### src/rtl/eth_pkg.sv
// rtl/eth_pkg.sv - shared Ethernet/ARP constants and ARP receive FSM states
package eth_pkg;
   localparam logic [15:0] ETH_TYPE_ARP    = 16'h0806;
   localparam logic [15:0] ARP_HTYPE_ETH   = 16'h0001;
   localparam logic [15:0] ARP_PTYPE_IPV4  = 16'h0800;
   localparam logic [7:0]  ARP_HLEN_ETH    = 8'd6;
   localparam logic [7:0]  ARP_PLEN_IPV4   = 8'd4;
   localparam logic [15:0] ARP_OPER_REQ    = 16'd1;
   localparam logic [15:0] ARP_OPER_REP    = 16'd2;
   localparam logic [7:0]  PREAMBLE_BYTE   = 8'h55;
   localparam logic [7:0]  SFD_BYTE        = 8'hD5;
   localparam logic [31:0] CRC32_POLY_REFL = 32'hEDB88320;
   localparam logic [31:0] CRC32_RESIDUE   = 32'hDEBB20E3;
   localparam logic [10:0] ETH_MIN_FRAME   = 11'd64;

   typedef enum logic [2:0] {
      ST_WAIT_IDLE,
      ST_IDLE,
      ST_PREAMBLE,
      ST_BODY,
      ST_DROP,
      ST_END
   } arp_rx_state_e;
endpackage

### src/rtl/crc32_d8.sv
// rtl/crc32_d8.sv - byte-parallel reflected CRC-32 register (init all ones, no final inversion)
module crc32_d8 (
   input  logic        clk,
   input  logic        rst,
   input  logic        clr,
   input  logic        en,
   input  logic [7:0]  data,
   output logic [31:0] crc
);
   import eth_pkg::*;

   logic [31:0] crc_next;

   // Eight LSB-first serial steps unrolled into one cycle
   always_comb begin
      crc_next = crc;
      for (int i = 0; i < 8; i++) begin
         if (crc_next[0] ^ data[i])
            crc_next = (crc_next >> 1) ^ CRC32_POLY_REFL;
         else
            crc_next = crc_next >> 1;
      end
   end

   always_ff @(posedge clk) begin
      if (rst || clr)
         crc <= '1;
      else if (en)
         crc <= crc_next;
   end
endmodule

### src/rtl/eth_arp_recv.sv
// rtl/eth_arp_recv.sv - GMII RX ARP parser: preamble strip, MAC/ethertype filter, FCS/length check
module eth_arp_recv #(
   parameter logic [47:0] LOCAL_MAC = 48'h0007EDAC6200,
   parameter logic [31:0] LOCAL_IP  = 32'hC0A80002,
   parameter int          MAX_FRAME = 1518
) (
   input  logic        gmii_rx_clk,
   input  logic        rst,
   input  logic [7:0]  gmii_rx_data,
   input  logic        gmii_rx_dv,
   input  logic        gmii_rx_er,
   output logic        arp_valid,
   output logic [15:0] arp_opcode,
   output logic [47:0] arp_sender_mac,
   output logic [31:0] arp_sender_ip,
   output logic        frame_err
);
   import eth_pkg::*;

   localparam logic [10:0] MAX_CNT = 11'(MAX_FRAME);
   localparam logic [10:0] SAT_CNT = 11'(MAX_FRAME + 1);

   arp_rx_state_e state, state_d;
   logic [10:0] byte_cnt, cnt_inc;
   logic [47:0] dst_mac, sha;
   logic [31:0] spa, tpa, crc;
   logic [15:0] eth_type, htype, ptype, oper;
   logic [7:0]  hlen, plen;
   logic        sfd_seen, body_byte, match, good;
   logic        arp_valid_d, frame_err_d;

   assign cnt_inc   = (byte_cnt == SAT_CNT) ? byte_cnt : byte_cnt + 11'd1;
   assign sfd_seen  = (state == ST_PREAMBLE) && gmii_rx_dv && !gmii_rx_er && (gmii_rx_data == SFD_BYTE);
   assign body_byte = (state == ST_BODY) && gmii_rx_dv;

   crc32_d8 u_crc (
      .clk  (gmii_rx_clk),
      .rst  (rst),
      .clr  (sfd_seen),
      .en   (body_byte),
      .data (gmii_rx_data),
      .crc  (crc)
   );

   assign match = ((dst_mac == '1) || (dst_mac == LOCAL_MAC)) &&
                  (eth_type == ETH_TYPE_ARP) && (htype == ARP_HTYPE_ETH) &&
                  (ptype == ARP_PTYPE_IPV4) && (hlen == ARP_HLEN_ETH) && (plen == ARP_PLEN_IPV4) &&
                  ((oper == ARP_OPER_REQ) || (oper == ARP_OPER_REP)) && (tpa == LOCAL_IP);
   assign good  = (crc == CRC32_RESIDUE) && (byte_cnt >= ETH_MIN_FRAME);

   always_comb begin
      state_d     = state;
      arp_valid_d = 1'b0;
      frame_err_d = 1'b0;
      case (state)
         ST_WAIT_IDLE: if (!gmii_rx_dv) state_d = ST_IDLE;
         ST_IDLE: begin
            if (gmii_rx_dv)
               state_d = (gmii_rx_data == PREAMBLE_BYTE) ? ST_PREAMBLE : ST_DROP;
         end
         ST_PREAMBLE: begin
            if (!gmii_rx_dv)
               state_d = ST_IDLE;
            else if (gmii_rx_er) begin
               state_d     = ST_DROP;
               frame_err_d = 1'b1;
            end else if (gmii_rx_data == SFD_BYTE)
               state_d = ST_BODY;
            else if (gmii_rx_data != PREAMBLE_BYTE)
               state_d = ST_DROP;
         end
         ST_BODY: begin
            // Decision is registered so the pulse lands one cycle after dv is seen low
            if (!gmii_rx_dv) begin
               state_d     = ST_END;
               frame_err_d = !good;
               arp_valid_d = good && match;
            end else if (gmii_rx_er || (cnt_inc > MAX_CNT)) begin
               state_d     = ST_DROP;
               frame_err_d = 1'b1;
            end
         end
         ST_DROP: if (!gmii_rx_dv) state_d = ST_IDLE;
         ST_END:  state_d = ST_IDLE;
         default: state_d = ST_WAIT_IDLE;
      endcase
   end

   always_ff @(posedge gmii_rx_clk) begin
      if (rst) begin
         state          <= ST_WAIT_IDLE;
         byte_cnt       <= '0;
         arp_valid      <= 1'b0;
         frame_err      <= 1'b0;
         arp_opcode     <= '0;
         arp_sender_mac <= '0;
         arp_sender_ip  <= '0;
      end else begin
         state     <= state_d;
         arp_valid <= arp_valid_d;
         frame_err <= frame_err_d;
         if (arp_valid_d) begin
            arp_opcode     <= oper;
            arp_sender_mac <= sha;
            arp_sender_ip  <= spa;
         end
         if (sfd_seen)
            byte_cnt <= '0;
         else if (body_byte)
            byte_cnt <= cnt_inc;
      end
   end

   // Header shadow registers, filled MSB first by byte offset
   always_ff @(posedge gmii_rx_clk) begin
      if (body_byte) begin
         case (byte_cnt) inside
            [11'd0:11'd5]:   dst_mac  <= {dst_mac[39:0], gmii_rx_data};
            [11'd12:11'd13]: eth_type <= {eth_type[7:0], gmii_rx_data};
            [11'd14:11'd15]: htype    <= {htype[7:0], gmii_rx_data};
            [11'd16:11'd17]: ptype    <= {ptype[7:0], gmii_rx_data};
            11'd18:          hlen     <= gmii_rx_data;
            11'd19:          plen     <= gmii_rx_data;
            [11'd20:11'd21]: oper     <= {oper[7:0], gmii_rx_data};
            [11'd22:11'd27]: sha      <= {sha[39:0], gmii_rx_data};
            [11'd28:11'd31]: spa      <= {spa[23:0], gmii_rx_data};
            [11'd38:11'd41]: tpa      <= {tpa[23:0], gmii_rx_data};
            default: ;
         endcase
      end
   end
endmodule
### config.mk
export PLATFORM = sky130hd
export DESIGN_NAME = eth_arp_recv
export DESIGN_NICKNAME = d
export VERILOG_FILES = /design/src/rtl/eth_pkg.sv /design/src/rtl/crc32_d8.sv /design/src/rtl/eth_arp_recv.sv
export SDC_FILE = /design/constraint.sdc
export NUM_CORES = 1
export LEC_CHECK = 0
export ABC_AREA = 1
export BUFFER_PORTS_ARGS = -buffer_cell sky130_fd_sc_hd__clkbuf_2
export CAP_MARGIN = 20
export CORE_UTILIZATION = 54
export CTS_CLUSTER_DIAMETER = 60
export DETAILED_ROUTE_END_ITERATION = 16
export MAX_ROUTING_LAYER = met4
export PLACE_DENSITY = 0.75
export REMOVE_ABC_BUFFERS = 1
export SYNTH_ARGS = -nofsm -noshare
export SYNTH_HDL_FRONTEND = slang
export SYNTH_HIERARCHICAL = 1
export SYNTH_SLANG_ARGS = --single-unit
### constraint.sdc
create_clock -name gmii_rx_clk -period 5.7 [get_ports gmii_rx_clk]
set_clock_uncertainty 0.05 [all_clocks]
set_input_delay 1.14 -clock gmii_rx_clk [delete_from_list [all_inputs] [get_ports gmii_rx_clk]]
set_output_delay 1.14 -clock gmii_rx_clk [all_outputs]
set_load 0.05 [all_outputs]
---- Word level (Yosys, flattened, before mapping) ----
Cells that the tools add are included.
operators by class
  add/subtract/negate cells ............... 1
  $lt $le $gt $ge ......................... 18
  eq/ne operators ......................... 26
  muxes and demuxes ....................... 26
  bitwise logic cells ..................... 25
  reduce and logical (&&, ||, !) cells .... 41
operator list
  operator                                                             count
  two-way mux 32 bit                                                   8
  NOT 13 -> 14 bit                                                     8
  equality test 32 bit (second input constant)                         2
  equality test 48 x 35 -> 1 bit (second input constant)               1
  equality test 48 bit (second input constant)                         1
  greater-or-equal comparator 11 x 5 -> 1 bit (second input constant)  4
  <= comparator 11 x 5 -> 1 bit (second input constant)                4
  equality test 16 x 1 -> 1 bit (second input constant)                2
  equality test 16 x 12 -> 1 bit (second input constant)               2
  two-way mux 3 bit                                                    9
  equality test 11 x 5 -> 1 bit (second input constant)                2
  greater-or-equal comparator 11 x 4 -> 1 bit (second input constant)  2
  <= comparator 11 x 4 -> 1 bit (second input constant)                2
  logical AND 1 bit                                                    21
  equality test 16 x 2 -> 1 bit (second input constant)                1
  equality test 8 x 3 -> 1 bit (second input constant)                 2
  one-hot mux 3 bit (5 select lines)                                   1
  adder 11 x 1 -> 11 bit (second input constant)                       1
  equality test 11 bit (second input constant)                         1
  greater-or-equal comparator 11 x 1 -> 1 bit (second input constant)  1
  greater-or-equal comparator 11 x 6 -> 1 bit (second input constant)  1
  greater-or-equal comparator 11 x 7 -> 1 bit (second input constant)  1
  greater-than comparator 11 bit (second input constant)               1
  <= comparator 11 x 3 -> 1 bit (second input constant)                1
  other kinds (29)                                                     58
word-level totals
  flip-flop bits (word level) ............. 384
  input bits .............................. 12
  output and inout bits ................... 98
  logic and storage cells ................. 155

---- Longest topological paths before layout ----
Gate-level depths: netlist of the first run.
  depth after elaboration ................. 16
  gate-level depth with buffers ........... 17
  gate-level depth less buffers ........... 16

---- Hierarchy ----
The synthesis of the first run kept the hierarchy.
modules (own cells, without submodules)
  module        times used  cells each  area an instance (um^2)  sequential area each (um^2)
  eth_arp_recv  1           1202        13125.1                  9449.1
  crc32_d8      1           344         2314.7                   640.6

---- Worst setup path after synthesis of the first run ----
No wires, ideal clock.
  path type ............................... input -> register
  from .................................... input gmii_rx_dv
  to ...................................... register sha[0], enable pin
  setup time .............................. 523 ps
  arrival time ............................ 5259 ps
  data required time ...................... 5127 ps
  path slack .............................. -132 ps
  stages on the path ...................... 4
  path buffers ............................ 0
  cells stage by stage .................... nand2_1 > nor2_1 > nand4_1 > nor3b_1
on the way
  cells in the longest elaborated chain, start to end .. 2
ends and longest elaborated chain
  element                        line                 text
  from (decl)                    eth_arp_recv.sv:10   input logic gmii_rx_dv,
  logical AND 1 bit              eth_arp_recv.sv:34   assign body_byte = (state == ST_BODY) && gmii_rx_dv;
  AND reduction 9 bit (no line)  -
  to (signal assigned)           eth_arp_recv.sv:125  [11'd22:11'd27]: sha <= {sha[39:0], gmii_rx_data};
  to (decl)                      eth_arp_recv.sv:25   logic [47:0] dst_mac, sha;
No other way between the ends.
A chain may end at the register's enable or synchronous reset.

---- Worst setup path in the final report of the first run ----
  from .................................... input gmii_rx_dv
  to ...................................... register arp_sender_mac[2]
on the way
  cells in the longest elaborated chain, start to end .. 2
ends and longest elaborated chain
  element               line                 text
  two-way mux 1 bit     eth_arp_recv.sv:74   if (!gmii_rx_dv) begin
  two-way mux 1 bit     eth_arp_recv.sv:55   case (state)
  to (signal assigned)  eth_arp_recv.sv:96   arp_sender_mac <= '0;
  to (signal assigned)  eth_arp_recv.sv:104  arp_sender_mac <= sha;
  to (decl)             eth_arp_recv.sv:14   output logic [47:0] arp_sender_mac,
No other way between the ends.

==> results.toml, run 1 <==
[synthesis]
synth.avg_cell_area_um2 = 9.99
yosysTopAreaCell = "edfxtp_1"
synth.distinct_cells = 44
synth-edff-count = 240
synth_top_area_share_pct = 46.7
synthFlopType = "edfxtp_1"
syn_area_um2 = 15400
yosysWarningCount = 6
ys_ff_latch = 384
ys_seq_area_share_pct = 65.3
synthCells = 1546
ys_top_cells_by_area = "edfxtp_1 47%, dfxtp_1 19%, nand2_1 8.8%, nor2_1 5.7%, inv_1 4.2%"
async_reset_ff_share_pct = 0

[placement]
dpl_cell_area_um2 = 16300
port_buffers = 109
place.gp.congestion = 0.885
place_ws_ns = 1.84
dp_hpwl_mm = 19.2

[setup_path]
crit_start = "gmii_rx_dv"
cp_top_family = "simple AND/OR/NAND/NOR gates"
path_max_fanout = 106
cp_num_cells = 12
cp-end-kind = "flip-flop"
path_cells = "clkbuf_2 > nor3_2 > nand3_1 > nor2_1 > nand2_1 > nor2_1 > nand3_4 > buf_4 > buf_16 > nand2_1 > nand2_1 > nor2_1"
crit_arrival_ns = 3.68
max_stage_delay_ns = 0.54
crit_type = "in -> reg"
rr_startpoint = "state[1]"
start_kind = "input port"
cpMaxStageDelayCell = "nand3_4"
rrSetupSlack_ns = 2.60
cp_num_buf_inv = 3
r2r_cells = 14
required_ns = 6.12
r2r-end = "arp_sender_mac[2]"
cp-endpoint = "arp_sender_mac[2]"

[finish]
diodes = 0
layout_commonest_cell = "nand2_1"
final_net_count = 1682
drive_gt1_share_pct = 13.9
final_area_um2 = 17700
area_growth_pct = 14.4
layout_common_cells = "363 x nand2_1, 240 x edfxtp_1, 230 x nor2_1, 174 x inv_1, 144 x dfxtp_1"

[sta]
fin_crit_sh_pct = 57.2
slew_headroom_pct = 30.4
maxSlewViolCount = 0
finalHoldViolCount = 0
tightest_slew_ns = 1.04
timing.final.ws_setup_ns = 2.44
rsz0062_at_grt = "no"
period_needed_ns = 3.26
whs_ns = 0.390
setup_violations = 0
clock.fmax_mhz = 307

[pwr]
seqPwrFrac_pct = 51.4
vdd_drop_max_mv = 0.260
p_per_area_nw_per_um2 = 331
intPower_mw = 4.52
p_comb_share_pct = 6.3
p_sw_mw = 1.33
sw_frac_of_total_pct = 22.7
clkPwrFrac_pct = 42.4
p_leak_nw = 7.46

[floorplan]
die_w_um = 171
ios = 110
core_area_um2 = 27900
dieHeight_um = 171
start_util_pct = 55.3
core.rowCount = 61
die-area_um2 = 29300

[global_route]
overflow = 0
antenna_found_initial = 0
first_global_vias = 9833
grt_first_pass_wirelength_mm = 47.9
grt_use_total_pct = 21.4
grt_max_degree = 122

[drt]
drc = 0
via_count = 10500
drtIter0Drc = 895
ant_nets = 0
wl_per_cell_um = 14.6
vias_per_cell = 5.05
first_pass_iters = 5
routed_wl_mm = 30.2

[clocking]
clkLatencyLatePin_ns = 0.53
clock_path_buffers = 3
cts_tree = "done"
cts_resized = 0
cts_htree_levels = 2
clk_pin_slew_ns = 0.06
cts-root-buf = "clkbuf_16"
cts.sinks = 384
postCtsHoldBufs = 0
post_cts.repair.setup_buffers = 0
cts_buffers = 40

[flow_run]
cap_viol_max_count = 0

[min_path]
min_path_type = "reg -> reg"
whs_path_depth = 0

[outcome]
status = "finished, final reports clean"
## cells by family after synthesis
group | count (synthesis) | synth area share [%]
AO/OA/AOI/OAI | 101 | 3.58
XOR/XNOR | 46 | 2.95
adder cells (fa/ha/maj) | 4 | 0.324
buffers and inverters | 232 | 5.99
flip-flops | 384 | 65.3
AND/OR/NAND/NOR | 779 | 21.8
## worst register-to-register path: cells and delay by family, from the launching register on
| family | cells | cell delay (ns) |
|---|---|---|
| and+or+nand+nor | 10 | 1.80 |
| DFF | 1 | 0.35 |
| buffers and inverters | 4 | 0.86 |
## worst min path at each step
| stage | startpoint | to |
|---|---|---|
| final | tpa[4] | tpa[12] |
| after global routing | spa[5] | spa[13] |
| after CTS | oper[3] | oper[11] |
| after detailed placement | dst_mac[29] | dst_mac[37] |
| after global placement | dst_mac[29] | dst_mac[37] |
| after floorplan | dst_mac[13] | dst_mac[21] |
## state kept, by name, summed over array words and instances, names as in the netlist
register / count
ptype: 16
arp_sender_ip: 32
arp_opcode: 16
arp_valid: 1
plen: 8
oper: 16
eth_type: 16
byte_cnt: 11
u_crc/crc: 32
frame_err: 1
htype: 16
hlen: 8
arp_sender_mac: 48
sha: 48
spa: 32
dst_mac: 48
tpa: 32
state: 3
## cells in the mapped netlist (15+ instances only)
master    instances
nand2_1         363
edfxtp_1        240
nor2_1          233
inv_1           174
dfxtp_1         144
nand3_1          63
a21oi_1          47
xor2_1           39
nor4_1           35
o21ai_0          30
nand4_1          28
clkbuf_1         21
nand2_2          16
buf_2            15
nor3_1           15
## metrics by stage
stage	power [mW]	setup TNS [ns]	cells	util [%]
4_1_cts	5.89	0	2069	63.0
3_5_place_dp	3.42	0	1997	58.5
2_1_floorplan	3.32	-93.21	1502	-
5_1_grt	6.05	0	2074	63.2
6_report	5.85	0	2074	63.2
3_3_place_gp	3.41	0	1996	58.5
## power by group through the flow
stage	combinational, mW	clock (mW)	sequential [mW]
after global routing	0.411	2.64	3.01
final	0.366	2.48	3.00
after CTS	0.362	2.52	3.00
after global placement	0.354	0	3.06
after detailed placement	0.359	0	3.06
after floorplan	0.264	0	3.05
## routing by layer
metal	track usage, %	part of all wire [%]	wire, um
met5	-	0	0
met4	8.54	2.7	824
met3	3.54	5.7	1710
met2	34.1	47	14200
met1	27.4	45	13500
## area by class of cell
| type | count | area [um2] |
|---|---|---|
| clock buffers | 57 | 1130 |
| clock inverters | 15 | 135 |
| fillers | 2242 | 10300 |
| inverters | 188 | 707 |
| multi-input cells | 930 | 4460 |
| flip-flops and latches | 384 | 10100 |
| well taps | 378 | 473 |
| repair buffers | 122 | 676 |
No activity file was read; power rests on OpenSTA's default activity.
==> run 2: changes to the inputs <==
- CORE_UTILIZATION: 54 -> 60
- PLACE_DENSITY: 0.75 -> 0.79
- clock period: 5.7 -> 3 ns (I/O delays scaled with it)
==> run 2 against run 1 <==
Compared with the run above: critical path depth fell by 5; first-iteration DRC count up 17%; sequential power is 90% higher; flip-flop and latch count unchanged; combinational power grew 98%.
==> results.toml, run 2 (synthesis gave the netlist of run 1 again) <==
[floorplan]
die-area_um2 = 26400
core.rowCount = 58
core_area_um2 = 25200
start_util_pct = 61.3
ios = 110
dieHeight_um = 162
die_w_um = 162

[sta]
tightest_slew_ns = 1.03
finalHoldViolCount = 0
whs_ns = 0.295
period_needed_ns = 2.76
slew_headroom_pct = 31.0
maxSlewViolCount = 0
setup_tns_ns = 0
clock.fmax_mhz = 362
setup_violations = 0
fin_crit_sh_pct = 92.1
timing.final.ws_setup_ns = 0.238

[drt]
wl_per_cell_um = 15.8
wl_met3_mm = 1.92
drc = 0
met1_length_mm = 13.4
wl_met2_mm = 16.0
drtIter0Drc = 1051
routed_wl_mm = 32.3
vias_per_cell = 5.32
ant_nets = 0
first_pass_iters = 5
via_count = 10900
top_layer = "met4"

[global_route]
overflow = 0
first_global_vias = 10300
grt_first_pass_wirelength_mm = 51.9
antenna_found_initial = 0
grt_max_degree = 100
grt_use_total_pct = 25.8

[placement]
dpl_cell_area_um2 = 16500
port_buffers = 109
dp_hpwl_mm = 20.4
place_ws_ns = 0.310
place.gp.congestion = 0.904

[clocking]
cts_tree = "done"
cts_htree_levels = 2
clk_pin_slew_ns = 0.06
cts-root-buf = "clkbuf_16"
clock_path_buffers = 3
cts_buffers = 39
cts.sinks = 384
postCtsHoldBufs = 0
post_cts.repair.setup_buffers = 0
cts_resized = 0
clkLatencyLatePin_ns = 0.53

[finish]
diodes = 0
layout_common_cells = "363 x nand2_1, 240 x edfxtp_1, 230 x nor2_1, 174 x inv_1, 144 x dfxtp_1"
drive_gt1_share_pct = 14.8
layout_commonest_cell = "nand2_1"
largest_registers = "arp_sender_mac (48), dst_mac (48), sha (48)"
final_area_um2 = 17700
fillerInstances = 1737
final_net_count = 1696
area_growth_pct = 14.9
finalCoreUtilization_pct = 70.4

[pwr]
vdd_drop_max_mv = 0.503
p_leak_nw = 7.53
p_per_area_nw_per_um2 = 623

[flow_run]
cap_viol_max_count = 0

[setup_path]
worst_path_most_repeated_cell = "inv_1"
crit_arrival_ns = 2.86
cpMaxStageDelayCell = "nor3_1"
crit_type = "reg -> reg"
max_stage_delay_ns = 0.86
r2r_cells = 7
required_ns = 3.10
r2r-end = "plen[4]"
rrSetupSlack_ns = 0.24
start_kind = "flip-flop"
rr_startpoint = "byte_cnt[1]"
path_cells = "inv_1 > ha_1 > nand3_1 > o22ai_1 > inv_1 > nand4_1 > nor3_1"
path_max_fanout = 8
cp-end-kind = "flip-flop"

[min_path]
hold_start = "rst"
whs_path_depth = 2
whs_endpoint = "arp_valid"
min_path_type = "in -> reg"

[outcome]
status = "finished, final reports clean"
-- run 2: cell types whose count changed in the layout (fill, tap and decap cells not counted), moves of 2 or more --
| cell | delta |
|---|---|
| buf_6 | -3 |
| inv_16 | -2 |
| clkbuf_16 | -2 |
| clkinv_1 | -3 |
| buf_12 | +5 |
| inv_6 | +2 |
| clkinvlp_4 | +2 |
| buf_4 | +15 |
-- run 2: power breakdown --
group | leakage [nW] | internal [mW] | switching, mW
Clock | 0.602 | 2.65 | 1.98
Combinational | 3.61 | 0.232 | 0.491
Sequential | 3.32 | 5.64 | 0.0641
-- run 2: layout make-up --
cell class                      instances  area, um2  share of cell area [%]
Timing Repair Buffer                  137        822                    4.63
Tap cell                              330        413                    2.33
Inverter                              188        706                    3.98
Multi-Input combinational cell        930       4470                    25.2
Clock buffer                           56       1090                    6.14
Clock inverter                         15        151                   0.853
Sequential cell                       384      10100                    56.9
-- run 2: worst max path at each step --
stage                            start      end  slack (ns)  cells after the start
after floorplan             gmii_rx_dv   sha[0]       -3.85                      4
after global placement     byte_cnt[1]  plen[5]        0.39                      7
after detailed placement   byte_cnt[9]  plen[6]        0.31                     14
after CTS                 byte_cnt[10]  sha[41]        0.26                     12
after global routing      byte_cnt[10]  sha[41]      -0.001                     12
final                      byte_cnt[1]  plen[4]        0.24                      7
-- run 2: critical path, delay by kind of cell (launching register included) --
family                   cells  cell delay, ns
adder cells (fa/ha/maj)      1            0.25
buffers and inverters        2            0.28
flip-flops                   1            0.46
AO/OA/AOI/OAI                1            0.10
AND/OR/NAND/NOR              3            1.24
-- run 2: routing by layer --
metal	track usage, %	vias up
met4	8.96	0
met5	-	-
met3	3.18	80
li1	-	5328
met1	32.1	5073
met2	43.7	375
-- run 2: per-stage QoR --
step                cells  power [mW]
floorplan            1502        6.31
global placement     1969        6.50
detailed placement   1969        6.52
CTS                  2040        11.1
global route         2040        11.4
finish               2040        11.1
==> run 3: changes to the inputs <==
- REMOVE_ABC_BUFFERS: 1 -> default
==> run 3 against run 2 <==
Compared with the run above: sequential share of layout area is 1.0 points lower; sequential power barely moved; cell count is 1.8% higher; setup slack gained 0.060 ns; power up 1.5%; critical endpoint is now plen[5]; largest cell class unchanged; largest power group unchanged; highest routed layer unchanged.
==> results.toml, run 3 (synthesis gave the netlist of run 1 again) <==
[sta]
timing.final.ws_setup_ns = 0.298
finalHoldViolCount = 0
setup_tns_ns = 0
tightest_slew_ns = 1.05
whs_ns = 0.352
setup_violations = 0
rsz0062_at_grt = "no"
clock.fmax_mhz = 370
period_needed_ns = 2.70
slew_headroom_pct = 29.4
fin_crit_sh_pct = 90.1
maxSlewViolCount = 0

[setup_path]
cpMaxStageDelayCell = "nor3_1"
crit_arrival_ns = 2.80
r2r_cells = 8
path_cells = "inv_1 > ha_1 > nand3_1 > o22ai_1 > inv_1 > nand4_1 > buf_4 > nor3_1"
cp-end-kind = "flip-flop"
max_stage_delay_ns = 0.80
path_max_fanout = 8
worst_path_most_repeated_cell = "inv_1"
cp_top_family = "simple AND/OR/NAND/NOR gates"
start_kind = "flip-flop"
required_ns = 3.09
cp_num_cells = 8
cp_num_buf_inv = 3
crit_type = "reg -> reg"

[clocking]
cts_resized = 0
clkLatencyLatePin_ns = 0.53
cts-root-buf = "clkbuf_16"
cts.sinks = 384
post_cts.repair.setup_buffers = 0
cts_buffers = 39
clock_path_buffers = 3
postCtsHoldBufs = 0
cts_htree_levels = 2
clk_pin_slew_ns = 0.06
cts_tree = "done"

[floorplan]
die-area_um2 = 26400
core.rowCount = 58
start_util_pct = 61.3
die_w_um = 162
dieHeight_um = 162
core_area_um2 = 25200
ios = 110

[placement]
place.gp.congestion = 0.922
dpl_cell_area_um2 = 16800
place_ws_ns = 0.153
port_buffers = 109
dp_hpwl_mm = 21.8
placed_cells = 2004

[finish]
layout_commonest_cell = "nand2_1"
area_growth_pct = 17.0
diodes = 0
seq_area_um2 = 10100
final_net_count = 1732
drive_gt1_share_pct = 17.0
finalCoreUtilization_pct = 71.7
layout_common_cells = "362 x nand2_1, 240 x edfxtp_1, 229 x nor2_1, 170 x inv_1, 142 x dfxtp_1"
stdcell_count = 2076
largest_registers = "arp_sender_mac (48), dst_mac (48), sha (48)"
multi_input_area_um2 = 4490
final_area_um2 = 18100
fillerInstances = 1722

[min_path]
min_path_type = "in -> reg"
whs_path_depth = 1

[drt]
drc = 0
first_pass_iters = 5
wl_per_cell_um = 15.9
drtIter0Drc = 940
top_layer = "met4"
wl_met2_mm = 16.2
ant_nets = 0
met1_length_mm = 13.9
via_count = 10900
vias_per_cell = 5.26
routed_wl_mm = 32.9
wl_met3_mm = 1.88

[global_route]
grt_first_pass_wirelength_mm = 51.9
grt_use_total_pct = 26.0
overflow = 0
grt_max_degree = 100
antenna_found_initial = 0
first_global_vias = 10300

[pwr]
p_leak_nw = 7.71
p_per_area_nw_per_um2 = 621
vdd_drop_max_mv = 0.576
p_total_mw = 11.2

[flow_run]
cap_viol_max_count = 0

[outcome]
status = "finished, final reports clean"

[synthesis]
synth_nets = 1562
run 3: changes by cell type in the layout (fill, tap and decap cells not counted), sizes merged:
| cell | delta |
|---|---|
| bufinv | +1 |
| clkinvlp | +1 |
| buf | +35 |
| inv | +1 |
| clkbuf | +3 |
| clkinv | -5 |
run 3: routing by layer:
metal	GRT usage [%]	up-vias
met2	43.4	344
met4	9.22	0
met3	4.13	73
met5	-	-
li1	-	5402
met1	32.2	5098
run 3: path summary, 6_finish.rpt:
check                 end  slack [ns]       startpoint
setup / recovery  plen[5]        0.30      byte_cnt[1]
hold / removal    oper[2]        0.35  gmii_rx_data[2]
setup reg to reg  plen[5]        0.30      byte_cnt[1]
hold reg to reg   sha[47]        0.40          sha[39]
run 3: power breakdown:
| group | internal (mW) | total [mW] | switching [mW] |
|---|---|---|---|
| logic | 0.290 | 0.806 | 0.516 |
| registers | 5.64 | 5.70 | 0.0609 |
| clock network | 2.76 | 4.71 | 1.96 |
run 3: area by class of cell:
class | count | area share (%)
well taps | 330 | 2.29
clock inverters | 13 | 0.797
inverters | 188 | 3.91
multi-input cells | 930 | 24.9
flip-flops and latches | 384 | 55.9
repair buffers | 173 | 6.14
clock buffers | 58 | 6.14
